[config.mk]
export PLATFORM = sky130hd
export DESIGN_NAME = uart_rx
export DESIGN_NICKNAME = d
export VERILOG_FILES = /design/src/rtl/uart_rx.sv
export SDC_FILE = /design/constraint.sdc
export NUM_CORES = 1
export LEC_CHECK = 0
export ABC_CLOCK_PERIOD_IN_PS = 3300
export CORE_UTILIZATION = 59
export DETAILED_ROUTE_END_ITERATION = 12
export PLACE_DENSITY = 0.81
export SLEW_MARGIN = 10
export SYNTH_ARGS = -nofsm -noshare
export SYNTH_HDL_FRONTEND = slang
export SYNTH_SLANG_ARGS = --single-unit
[constraint.sdc]
create_clock -name clk -period 3.3 [get_ports clk]
set_input_delay 0.825 -clock clk [delete_from_list [all_inputs] [get_ports clk]]
set_output_delay 0.825 -clock clk [all_outputs]
set_load 0.02 [all_outputs]
[src/rtl/uart_rx.sv]
// uart_rx: UART receiver, idle-high line, LSB first, one mid-bit sample per bit.
//   Default frame is 8N1; defining UART_RX_PARITY_EN selects 8E1 (even parity)
//   and adds the parity_err output.
// Ports:
//   clk, rst        clock, asynchronous active-high reset
//   rxd             serial line (asynchronous to clk, idle 1)
//   period[15:0]    clk cycles per bit (4..65535), latched at start detect
//   rx_ack          consumer takes rx_data (honoured only while rx_valid)
//   rx_data[7:0]    received byte, stable while rx_valid
//   rx_valid        byte available, held until rx_ack
//   overrun         sticky, a byte was overwritten before ack, cleared by rx_ack
//   frame_err       1-cycle pulse, stop bit sampled 0
//   parity_err      1-cycle pulse, parity mismatch (UART_RX_PARITY_EN only)
//   busy            receiver not idle
module uart_rx #(
   parameter int SYNC_STAGES = 2
) (
   input  logic        clk,
   input  logic        rst,
   input  logic        rxd,
   input  logic [15:0] period,
   input  logic        rx_ack,
   output logic [7:0]  rx_data,
   output logic        rx_valid,
   output logic        overrun,
   output logic        frame_err,
`ifdef UART_RX_PARITY_EN
   output logic        parity_err,
`endif
   output logic        busy
);
   typedef enum logic [2:0] {IDLE, START, DATA, PARITY, STOP, BRK} state_t;
`ifdef UART_RX_PARITY_EN
   localparam state_t AFTER_DATA = PARITY;
`else
   localparam state_t AFTER_DATA = STOP;
`endif
   state_t state_q, state_d;
   logic [SYNC_STAGES-1:0] sync_q;
   logic rxs, rxs_prev_q, fall;
   logic [15:0] period_q, period_d, cnt_q, cnt_d;
   logic [2:0] idx_q, idx_d;
   logic [7:0] shift_q, shift_d, rx_data_q, rx_data_d;
   logic rx_valid_q, rx_valid_d, overrun_q, overrun_d, frame_err_q, frame_err_d;
   logic counting, tick, stop_tick, par_ok, deliver, start_det;
`ifdef UART_RX_PARITY_EN
   logic par_q, par_d, parity_err_q, parity_err_d;
`endif
   // Synchronizer resets to the idle level so reset release never looks like a start edge
   always_ff @(posedge clk or posedge rst)
      if (rst) begin
         sync_q     <= '1;
         rxs_prev_q <= 1'b1;
      end else begin
         sync_q     <= {sync_q[SYNC_STAGES-2:0], rxd};
         rxs_prev_q <= rxs;
      end
   assign rxs  = sync_q[SYNC_STAGES-1];
   assign fall = rxs_prev_q & ~rxs;
   always_ff @(posedge clk or posedge rst)
      if (rst) state_q <= IDLE;
      else     state_q <= state_d;
   always_comb begin
      state_d = state_q;
      case (state_q)
         IDLE:    if (fall) state_d = START;
         START:   if (tick) state_d = rxs ? IDLE : DATA;
         DATA:    if (tick && idx_q == 3'd7) state_d = AFTER_DATA;
         PARITY:  if (tick) state_d = STOP;
         STOP:    if (tick) state_d = rxs ? IDLE : BRK;
         BRK:     if (rxs) state_d = IDLE;
         default: state_d = IDLE;
      endcase
   end
   always_comb begin
      counting  = state_q inside {START, DATA, PARITY, STOP};
      tick      = counting && cnt_q == period_q - 16'd1;
      busy      = state_q != IDLE;
      start_det = state_q == IDLE && fall;
      stop_tick = state_q == STOP && tick;
`ifdef UART_RX_PARITY_EN
      par_ok    = par_q == ^shift_q;
`else
      par_ok    = 1'b1;
`endif
      deliver   = stop_tick && par_ok;
   end
   // Reload places the first tick half a bit after the start edge, then one per bit
   always_comb begin
      period_d    = start_det ? period : period_q;
      cnt_d       = start_det ? period - (period >> 1) - 16'd1 : tick ? 16'd0 : counting ? cnt_q + 16'd1 : cnt_q;
      idx_d       = state_q == START ? 3'd0 : (state_q == DATA && tick) ? idx_q + 3'd1 : idx_q;
      shift_d     = (state_q == DATA && tick) ? {rxs, shift_q[7:1]} : shift_q;
      rx_data_d   = deliver ? shift_q : rx_data_q;
      rx_valid_d  = deliver | (rx_valid_q & ~rx_ack);
      overrun_d   = deliver ? rx_valid_q & ~rx_ack : overrun_q & ~rx_ack;
      frame_err_d = stop_tick & ~rxs;
`ifdef UART_RX_PARITY_EN
      par_d        = (state_q == PARITY && tick) ? rxs : par_q;
      parity_err_d = stop_tick & ~par_ok;
`endif
   end
   always_ff @(posedge clk or posedge rst)
      if (rst) begin
         period_q    <= '0;
         cnt_q       <= '0;
         idx_q       <= '0;
         shift_q     <= '0;
         rx_data_q   <= '0;
         rx_valid_q  <= 1'b0;
         overrun_q   <= 1'b0;
         frame_err_q <= 1'b0;
`ifdef UART_RX_PARITY_EN
         par_q        <= 1'b0;
         parity_err_q <= 1'b0;
`endif
      end else begin
         period_q    <= period_d;
         cnt_q       <= cnt_d;
         idx_q       <= idx_d;
         shift_q     <= shift_d;
         rx_data_q   <= rx_data_d;
         rx_valid_q  <= rx_valid_d;
         overrun_q   <= overrun_d;
         frame_err_q <= frame_err_d;
`ifdef UART_RX_PARITY_EN
         par_q        <= par_d;
         parity_err_q <= parity_err_d;
`endif
      end
   assign rx_data   = rx_data_q;
   assign rx_valid  = rx_valid_q;
   assign overrun   = overrun_q;
   assign frame_err = frame_err_q;
`ifdef UART_RX_PARITY_EN
   assign parity_err = parity_err_q;
`endif
endmodule
; Yosys cells after proc, flatten, opt, wreduce, memory -nomap -nowiden
; Cells that the tools add are included.
[word_totals]
elab_cells = 62
output_inout_bits = 12
input_bits = 20
ff_bits = 60
[op_classes]
n_mux = 15
addsub = 5
n_reduce_logical = 11
n_bitwise = 7
eq_ne = 13
[op_table]
columns = op, n
row1 = two-way mux 16 bit, 3
row2 = "subtractor 16 x 1 -> 16 bit, second input constant", 2
row3 = two-way mux 3 bit, 9
row4 = one-hot mux 3 bit (6 select lines), 1
row5 = "adder 16 x 1 -> 16 bit, second input constant", 1
row6 = == test 16 bit, 1
row7 = subtractor 16 x 15 -> 16 bit, 1
row8 = "inequality test 2 bit, second input constant", 6
row9 = "== test 3 bit, second input constant", 3
row10 = "== test 3 x 2 -> 1 bit, second input constant", 2
row11 = AND reduction 6 bit, 1
row12 = nonzero test 3 bit, 2
row13 = logical AND 1 bit, 5
row14 = AND 1 bit, 4
row15 = nonzero test 4 bit, 1
row16 = "adder 3 x 1 -> 3 bit, second input constant", 1
row17 = "== test 3 x 1 -> 1 bit, second input constant", 1
row18 = zero test 3 bit, 1
row19 = two-way mux 2 bit, 1
row20 = NOT 1 bit, 2
row21 = nonzero test 2 bit, 1
row22 = two-way mux 1 bit, 1
row23 = bitwise OR 1 bit, 1

; Depth between registers and ports, before layout
; Gate-level depths: netlist of run 1.
[depth]
depth_word = 6
mapped_depth = 12
depth_no_buf = 11

; Least setup slack after synthesis of run 1
; OpenSTA, ideal clock, no wires.
[synth_timing]
path_kind = input to register
from = input period[1]
to = register cnt_q[12]
required_time_ns = 3.174
setup_time_ns = 0.126
arrival_time_ns = 2.789
n_path_buf = 0
stages = 11
slack_ns = 0.384
path_cell_list = inv_1 ha_1 fa_1 a21oi_1 o21ai_0 a2bb2oi_1 a211o_1 a21oi_1 xor2_1 nor2_1 a311o_1
[synth_between]
elab_chain_len = 3
[synth_rtl]
columns = element, line_no
row1 = start: declaration, 21  ; input logic [15:0] period,
row2 = subtractor 16 x 15 -> 16 bit, 91  ; cnt_d = start_det ? period - (period >> 1) - 16'd1 : tick ? 16'd0 : counting ? cnt_q + 16'd1 : cnt_q;
row3 = subtractor 16 x 1 -> 16 bit, 91
row4 = two-way mux 16 bit, 91
row5 = end signal: assignment, 119  ; cnt_q <= cnt_d;
row6 = end: declaration, 41  ; logic [15:0] period_q, period_d, cnt_q, cnt_d;
; No other way between the ends.
; A chain may end at the register's enable or synchronous reset.

; Worst setup path in the final report of run 1
[layout_timing]
from = input period[1]
to = register cnt_q[13]
; The elaborated chain is that of the path after synthesis.

==> results of run 1 <==
critical path, delay by kind of cell:
kind	cells	cell delay (ns)
XOR/XNOR	1	0.15
AND/OR/NAND/NOR	1	0.15
multiplexers	1	0.07
AO/OA/AOI/OAI	5	1.30
adder cells (fa/ha/maj)	1	0.31
buffers and inverters	2	0.61
repair_timing:
| item | 4_1_cts | 5_1_grt |
|---|---|---|
| resized for setup | 0 | 9 |
| setup endpoints to repair | 0 | 15 |
| buffers inserted | 0 | 0 |
worst max path at each step:
stage	slack (ns)	to	cells after the start
floorplan	0.38	cnt_q[12]$_DFFE_PP0P_	11
global placement	-0.24	cnt_q[13]$_DFFE_PP0P_	11
detailed placement	-0.27	cnt_q[13]$_DFFE_PP0P_	11
CTS	0.07	cnt_q[12]$_DFFE_PP0P_	12
global route	-0.13	cnt_q[13]$_DFFE_PP0P_	11
finish	0.10	cnt_q[13]$_DFFE_PP0P_	11
where the power goes:
| part | internal [mW] | total (mW) | switching [mW] |
|---|---|---|---|
| Combinational | 0.396 | 0.821 | 0.425 |
| Sequential | 0.863 | 1.06 | 0.202 |
| Clock | 0.522 | 0.833 | 0.311 |
routing by layer:
layer | up-vias | part of all wire [%] | global-route usage [%]
li1 | 1784 | - | -
met1 | 1705 | 44 | 40.5
met2 | 172 | 45 | 46.8
met3 | 26 | 7.4 | 6.23
met4 | 0 | 3.2 | 12.8
met5 | - | 0 | 0
logic make-up (layout without fill, tap and decap cells):
group | after synthesis | after routing | synth area share [%]
AOI/OAI and AO/OA | 126 | 126 | 20.4
xor gates and xnor gates | 28 | 28 | 6.04
adders and majority gates | 20 | 20 | 6.35
buffers and inverters | 50 | 112 | 4.78
DFF | 60 | 60 | 37.1
muxes | 24 | 24 | 6.50
and+or+nand+nor | 147 | 147 | 18.9
stage by stage:
step,cell area [um2],utilization (%)
finish,4930,75.9
global route,4930,75.9
CTS,4890,75.3
detailed placement,4640,71.5
global placement,4640,71.5
floorplan,4060,-
layout make-up:
class | count | area (um2) | area share [%]
Multi-Input combinational cell | 345 | 2390 | 48.6
Sequential cell | 60 | 1510 | 30.5
Clock inverter | 6 | 111 | 2.26
Clock buffer | 10 | 138 | 2.79
Inverter | 31 | 116 | 2.36
Tap cell | 77 | 96.3 | 1.96
Timing Repair Buffer | 65 | 566 | 11.5
placed cells by master (no fill, tap or decap), types with 4 or more instances in the layout:
cell | Yosys | layout
ha_1 | 19 | 18
clkbuf_8 | 0 | 10
xnor2_1 | 15 | 15
dfrtp_1 | 57 | 57
o21ai_0 | 39 | 38
mux2_2 | 18 | 18
nor2b_1 | 4 | 4
nand4_1 | 7 | 7
nor4_1 | 5 | 5
clkdlybuf4s50_1 | 0 | 31
xor2_1 | 13 | 13
a21oi_1 | 22 | 20
and3_1 | 12 | 12
o221ai_1 | 4 | 4
nor3_1 | 11 | 11
mux2i_1 | 5 | 4
nor2_1 | 20 | 20
a21o_1 | 12 | 12
nand2_1 | 50 | 50
inv_1 | 31 | 30
nand3_1 | 15 | 15
buf_4 | 1 | 34
cells in the mapped netlist, types with 4 or more instances:
cell and n:
o221ai_1 4, nor2_1 20, nand4_1 7, dfrtp_1 57, nor2b_1 4, a21o_1 12, nor3_1 11, nand2_1 50
and3_1 12, o21ai_0 39, xor2_1 13, mux2_2 18, mux2i_1 5, xnor2_1 15, ha_1 19, clkbuf_1 15
nand3_1 15, nor4_1 5, inv_1 31, a21oi_1 22
registers in the layout, indices dropped and copies added (netlist names):
name        flops
sync_q          2
rxs_prev_q      1
shift_q         8
overrun         1
state_q         3
frame_err       1
cnt_q          16
rx_valid        1
idx_q           3
rx_data         8
period_q       16
==> metrics.md, run 1 <==
| Metric | Value |
|---|---|
| NumNets Final | `552` |
| Number of flops mapped to enable cells by yosys | `0` |
| Number of diodes | `0` |
| Top FF cell, synth | `dfrtp_1` |
| Area Growth Syn to Fin | `21.4%` |
| Routed WL per cell | `16.8 um` |
| Placed cells | `578` |
| Post-route ant nets | `0` |
| Detailed Routing Iterations Pass 1 | `9` |
| DP Worst Slack | `-0.266 ns` |
| Worst R2R End | `cnt_q[8]$_DFFE_PP0P_` |
| Non-Filler Instances | `594` |
| Total negative setup slack | `0 ns` |
| Core area | `0.00649 mm2` |
| Max Cap Viol | `0` |
| Power Total | `2.72 mW` |
| Starting Density | `62.5%` |
| Slowest CP cell | `clkdlybuf4s50_1` |
| Yosys warns | `0` |
| Final WL | `9970 um` |
| Global-route wire length before repair | `17000 um` |
| Clk sink count | `60` |
| Final WS setup | `0.103 ns` |
| Horiz. Die Dim | `85.0 um` |
| I/O pin count | `32` |
| Worst-path cell chain | `clkdlybuf4s50_1, buf_4, ha_1, a211oi_2, o21bai_1, a211o_1, a2111oi_1, nor3_1, a31oi_1, xor2_1, mux2i_1` |
| CTS tree | `built` |
| Worst-case reg-to-reg path depth | `9` |
| Row count | `29` |
| Total track usage | `30.0%` |
| Minimum clock period | `3.20 ns` |
| Syn Area/Cell | `8.92 um2` |
| Peak fanout along the critical path | `3` |
| Hold Buf Count CTS | `0` |
| DIE AREA | `0.00722 mm2` |
| Worst Path Arrival | `3.42 ns` |
| 1st-iter DRT viols | `327` |
| RD Place Congestion | `0.951` |
| Critical Path RT | `3.53 ns` |
| Synth cell types | `63` |
| Share of layout cells above drive strength 1 | `16.8%` |
| CP Launch Type | `input pin` |
| Fin. Hold Viols | `0` |
| Max incr delay on CP | `0.45 ns` |
| Synth top area share | `35.1%` |
| Slew Limit Fails | `0` |
| Peak Freq | `313 MHz` |
| Setup violators final | `0` |
| Asr flop ratio synth | `100%` |
| Power density over the cells | `552 mW/mm2` |
| Crit end category | `flop` |
| Fin crit share | `96.9%` |
| Vias in the first global route | `3524` |
| Worst Max-Slew Pin Slew | `0.683 ns` |
| Hold Slack | `0.359 ns` |
| Overflow after GRT | `0` |
| Hold crit path type | `flop to flop` |
| Latest clock arrival within the worst-skew pair | `0.35 ns` |
| Detailed Place HPWL | `7280 um` |
| Synthesized flop and latch total | `60` |
| DIE HEIGHT | `85.0 um` |
| Status | `finished with violations` |
| Critical path class | `input pin to flop` |
| Clk slew on worst S/H paths | `0.07 ns` |
| Post-Syn Instances | `455` |
| CTS Buf Count | `9` |
| Mapped cell area | `0.00406 mm2` |
| Area leader, netlist | `dfrtp_1` |
| Fillcell total | `469` |
| Clock Path Buffers | `2` |
| Via density | `6.21` |
| CP Launch Point | `period[1]` |
| RSZ-0062 raised after global routing | `yes` |
| Fin Clk Skew | `0.00732 ns` |
| Worst R2R Setup Slack | `0.22 ns` |
| H-tree depth | `3` |
| Syn nets | `495` |
| Port Buf Inserts | `31` |
| Ranking of synthesized cells by area | `dfrtp_1 35%, ha_1 5.9%, mux2_2 5.0%` |
| Leak pwr | `2.25 nW` |
| Hold depth | `0` |
| Worst r2r src | `period_q[8]$_DFFE_PP0P_` |
| Detailed-route via count | `3687` |
| Drt drc | `2` |
| CTS Root Cell | `clkbuf_8` |
| Antenna violations before repair | `0` |
| Largest net degree at the start of global routing | `27` |
| Hold Path Sink | `sync_q[1]$_DFF_PP1_` |
| Seq/Total Area, Yosys | `37.1%` |
| Max VDD drop | `354 uV` |
| Hold Crit Start | `sync_q[0]$_DFF_PP1_` |
| Failing checks | `DRC` |
| Max_slew headroom | `54.4%` |
(Power assumes the default switching activity.)
==> run 2, diff against run 1 <==
Settings changed: CELL_PAD_IN_SITES_DETAIL_PLACEMENT set to 1, CELL_PAD_IN_SITES_GLOBAL_PLACEMENT set to 2, CORE_UTILIZATION 59 to 37, PLACE_DENSITY 0.81 to unset, PLACE_DENSITY_LB_ADDON set to 0.1, REMOVE_ABC_BUFFERS set to 1.
==> run 2 against run 1 <==
Compared with the run above: maximum frequency grew 0.23%; sequential power is essentially flat; utilization shrank 27 points; power shrank 6.9%; wire length grew 14%; global-route usage shrank 8.5 points; non-clock buffer count grew 11; register-to-register slack is essentially flat; combinational power grew 3.7%; the run now ends clean; critical path depth grew 1.
==> metrics.md, run 2 (synthesized netlist as in run 1, its figures left out) <==
| Metric | Value |
|---|---|
| Status | `completed` |
| Antenna violations before repair | `0` |
| 1st-iter DRT viols | `131` |
| DP Worst Slack | `-0.424 ns` |
| Drt drc | `0` |
| Non-Filler Instances | `664` |
| Detailed Routing Iterations Pass 1 | `4` |
| Detailed-route via count | `3598` |
| Final WS setup | `0.111 ns` |
| CTS Buf Count | `9` |
| Clk slew on worst S/H paths | `0.08 ns` |
| Setup Buffers After CTS | `0` |
| RD Place Congestion | `0.790` |
| Post-route ant nets | `0` |
| Commonest non-fill, non-tap cells in the layout | `57 x dfrtp_1, 50 x nand2_1, 43 x buf_4` |
| Detailed Place HPWL | `8640 um` |
| Row count | `37` |
| Worst Max-Slew Pin Slew | `0.685 ns` |
| RSZ-0062 raised after global routing | `no` |
| Final WL | `11400 um` |
| DIE AREA | `0.0114 mm2` |
| Power Total | `2.53 mW` |
| Worst Path Arrival | `3.43 ns` |
| Fin. Hold Viols | `0` |
| Worst R2R Setup Slack | `0.23 ns` |
| Switching portion of total power | `38.4%` |
| Core area | `0.0105 mm2` |
| Overflow after GRT | `0` |
| Starting Density | `38.8%` |
| Internal power | `1.56 mW` |
| CTS tree | `built` |
| Gate power share | `33.6%` |
| Leading cell type in the layout, fill and taps excluded | `dfrtp_1` |
| Area of the multi-input gates | `0.00244 mm2` |
| H-tree depth | `3` |
| Critical path class | `input pin to flop` |
| Horiz. Die Dim | `107 um` |
| I/O pin count | `32` |
| CP Launch Type | `input pin` |
| Total track usage | `21.4%` |
| Critical Path RT | `3.54 ns` |
| Crit end category | `flop` |
| Number of diodes | `0` |
| Setup violators final | `0` |
| NumNets Final | `563` |
| Max Cap Viol | `0` |
| Routed WL per cell | `17.1 um` |
| Top flop regs | `cnt_q x16, period_q x16` |
| Global-route wire length before repair | `19200 um` |
| Fin crit share | `96.6%` |
| Vias in the first global route | `3874` |
| Max VDD drop | `263 uV` |
| Placed cells | `648` |
| Clock Power Share | `24.1%` |
| DIE HEIGHT | `107 um` |
| Share of layout cells above drive strength 1 | `19.7%` |
| Power density over the cells | `497 mW/mm2` |
| Fillcell total | `1228` |
| Slew Limit Fails | `0` |
| Storage cell area | `0.00151 mm2` |
| Hold Slack | `0.360 ns` |
| Via density | `5.42` |
| Latest clock arrival within the worst-skew pair | `0.35 ns` |
| Switch Pwr | `0.972 mW` |
| Clk sink count | `60` |
| Fin Clk Skew | `0.00915 ns` |
| Leak pwr | `2.29 nW` |
| CTS Root Cell | `clkbuf_8` |
| Clock Path Buffers | `2` |
| Peak Freq | `314 MHz` |
| Port Buf Inserts | `31` |
| Max_slew headroom | `54.3%` |
| Seq pwr share | `42.3%` |
| Largest net degree at the start of global routing | `32` |
| Area Growth Syn to Fin | `25.3%` |
| Minimum clock period | `3.19 ns` |
| Peak fanout along the critical path | `4` |
| Hold crit path type | `flop to flop` |
run 2: changes by cell type in the layout (fill, tap and decap cells not counted), sizes merged:
cell	previous run	this run
buf	34	45
bufinv	3	0
clkinv	2	5
clkbuf	10	9
inv	31	32
run 2: path summary, 6_finish.rpt:
| path | from | end | cells after the start |
|---|---|---|---|
| max | period[1] | cnt_q[12]$_DFFE_PP0P_ | 12 |
| min | sync_q[0]$_DFF_PP1_ | sync_q[1]$_DFF_PP1_ | 0 |
| max reg2reg | period_q[6]$_DFFE_PP0P_ | rx_data[7]$_DFFE_PP0P_ | 9 |
| min reg2reg | sync_q[0]$_DFF_PP1_ | sync_q[1]$_DFF_PP1_ | 0 |
| max in group asynchronous | rst | period_q[6]$_DFFE_PP0P_ | 3 |
| min in group asynchronous | rst | shift_q[1]$_DFFE_PP0P_ | 2 |
run 2: what timing repair did:
action,CTS,global route
endpoints found under the setup margin,2,23
hold buffers,0,0
pin swaps,0,1
resized for setup,2,14
gates cloned,0,0
run 2: worst max-delay path, stage by stage:
cell	delay, ns
clkdlybuf4s50_1	0.50
inv_1	0.06
ha_1	0.23
fa_2	0.38
a21oi_2	0.15
o21ai_1	0.12
a2bb2oi_1	0.20
a211o_1	0.28
a21oi_1	0.18
xor2_1	0.18
nor2_1	0.06
a311o_1	0.27
run 2: final cells by class:
cell class                      instances  share of cell area [%]
Tap cell                              136                    3.35
Multi-Input combinational cell        345                    48.1
Sequential cell                        60                    29.6
Timing Repair Buffer                   76                    13.2
Inverter                               31                    2.29
Clock buffer                            9                    2.44
Clock inverter                          7                    1.03
run 2: metal layers:
| layer | vias up | track usage, % | share of wire (%) |
|---|---|---|---|
| met5 | - | 0 | 0 |
| met4 | 0 | 6.75 | 1.1 |
| met3 | 10 | 3.16 | 1.8 |
| met2 | 31 | 35.9 | 49 |
| met1 | 1764 | 28.4 | 48 |
| li1 | 1793 | - | - |
run 2: stage by stage:
step                cell area, um2  setup TNS, ns  utilization [%]
finish                        5090              0             48.6
CTS                           5000              0             47.8
detailed placement            4830          -1.94             46.1
global placement              4830          -1.17             46.1
global route                  5090              0             48.6
floorplan                     3980              0                -
run 2: power groups by stage:
stage	sequential (mW)	combinational [mW]	clock, mW
3_5_place_dp	1.08	0.815	0
4_1_cts	1.07	0.821	0.635
2_1_floorplan	1.02	0.588	0
6_report	1.07	0.851	0.610
5_1_grt	1.10	0.955	0.661
3_3_place_gp	1.08	0.790	0
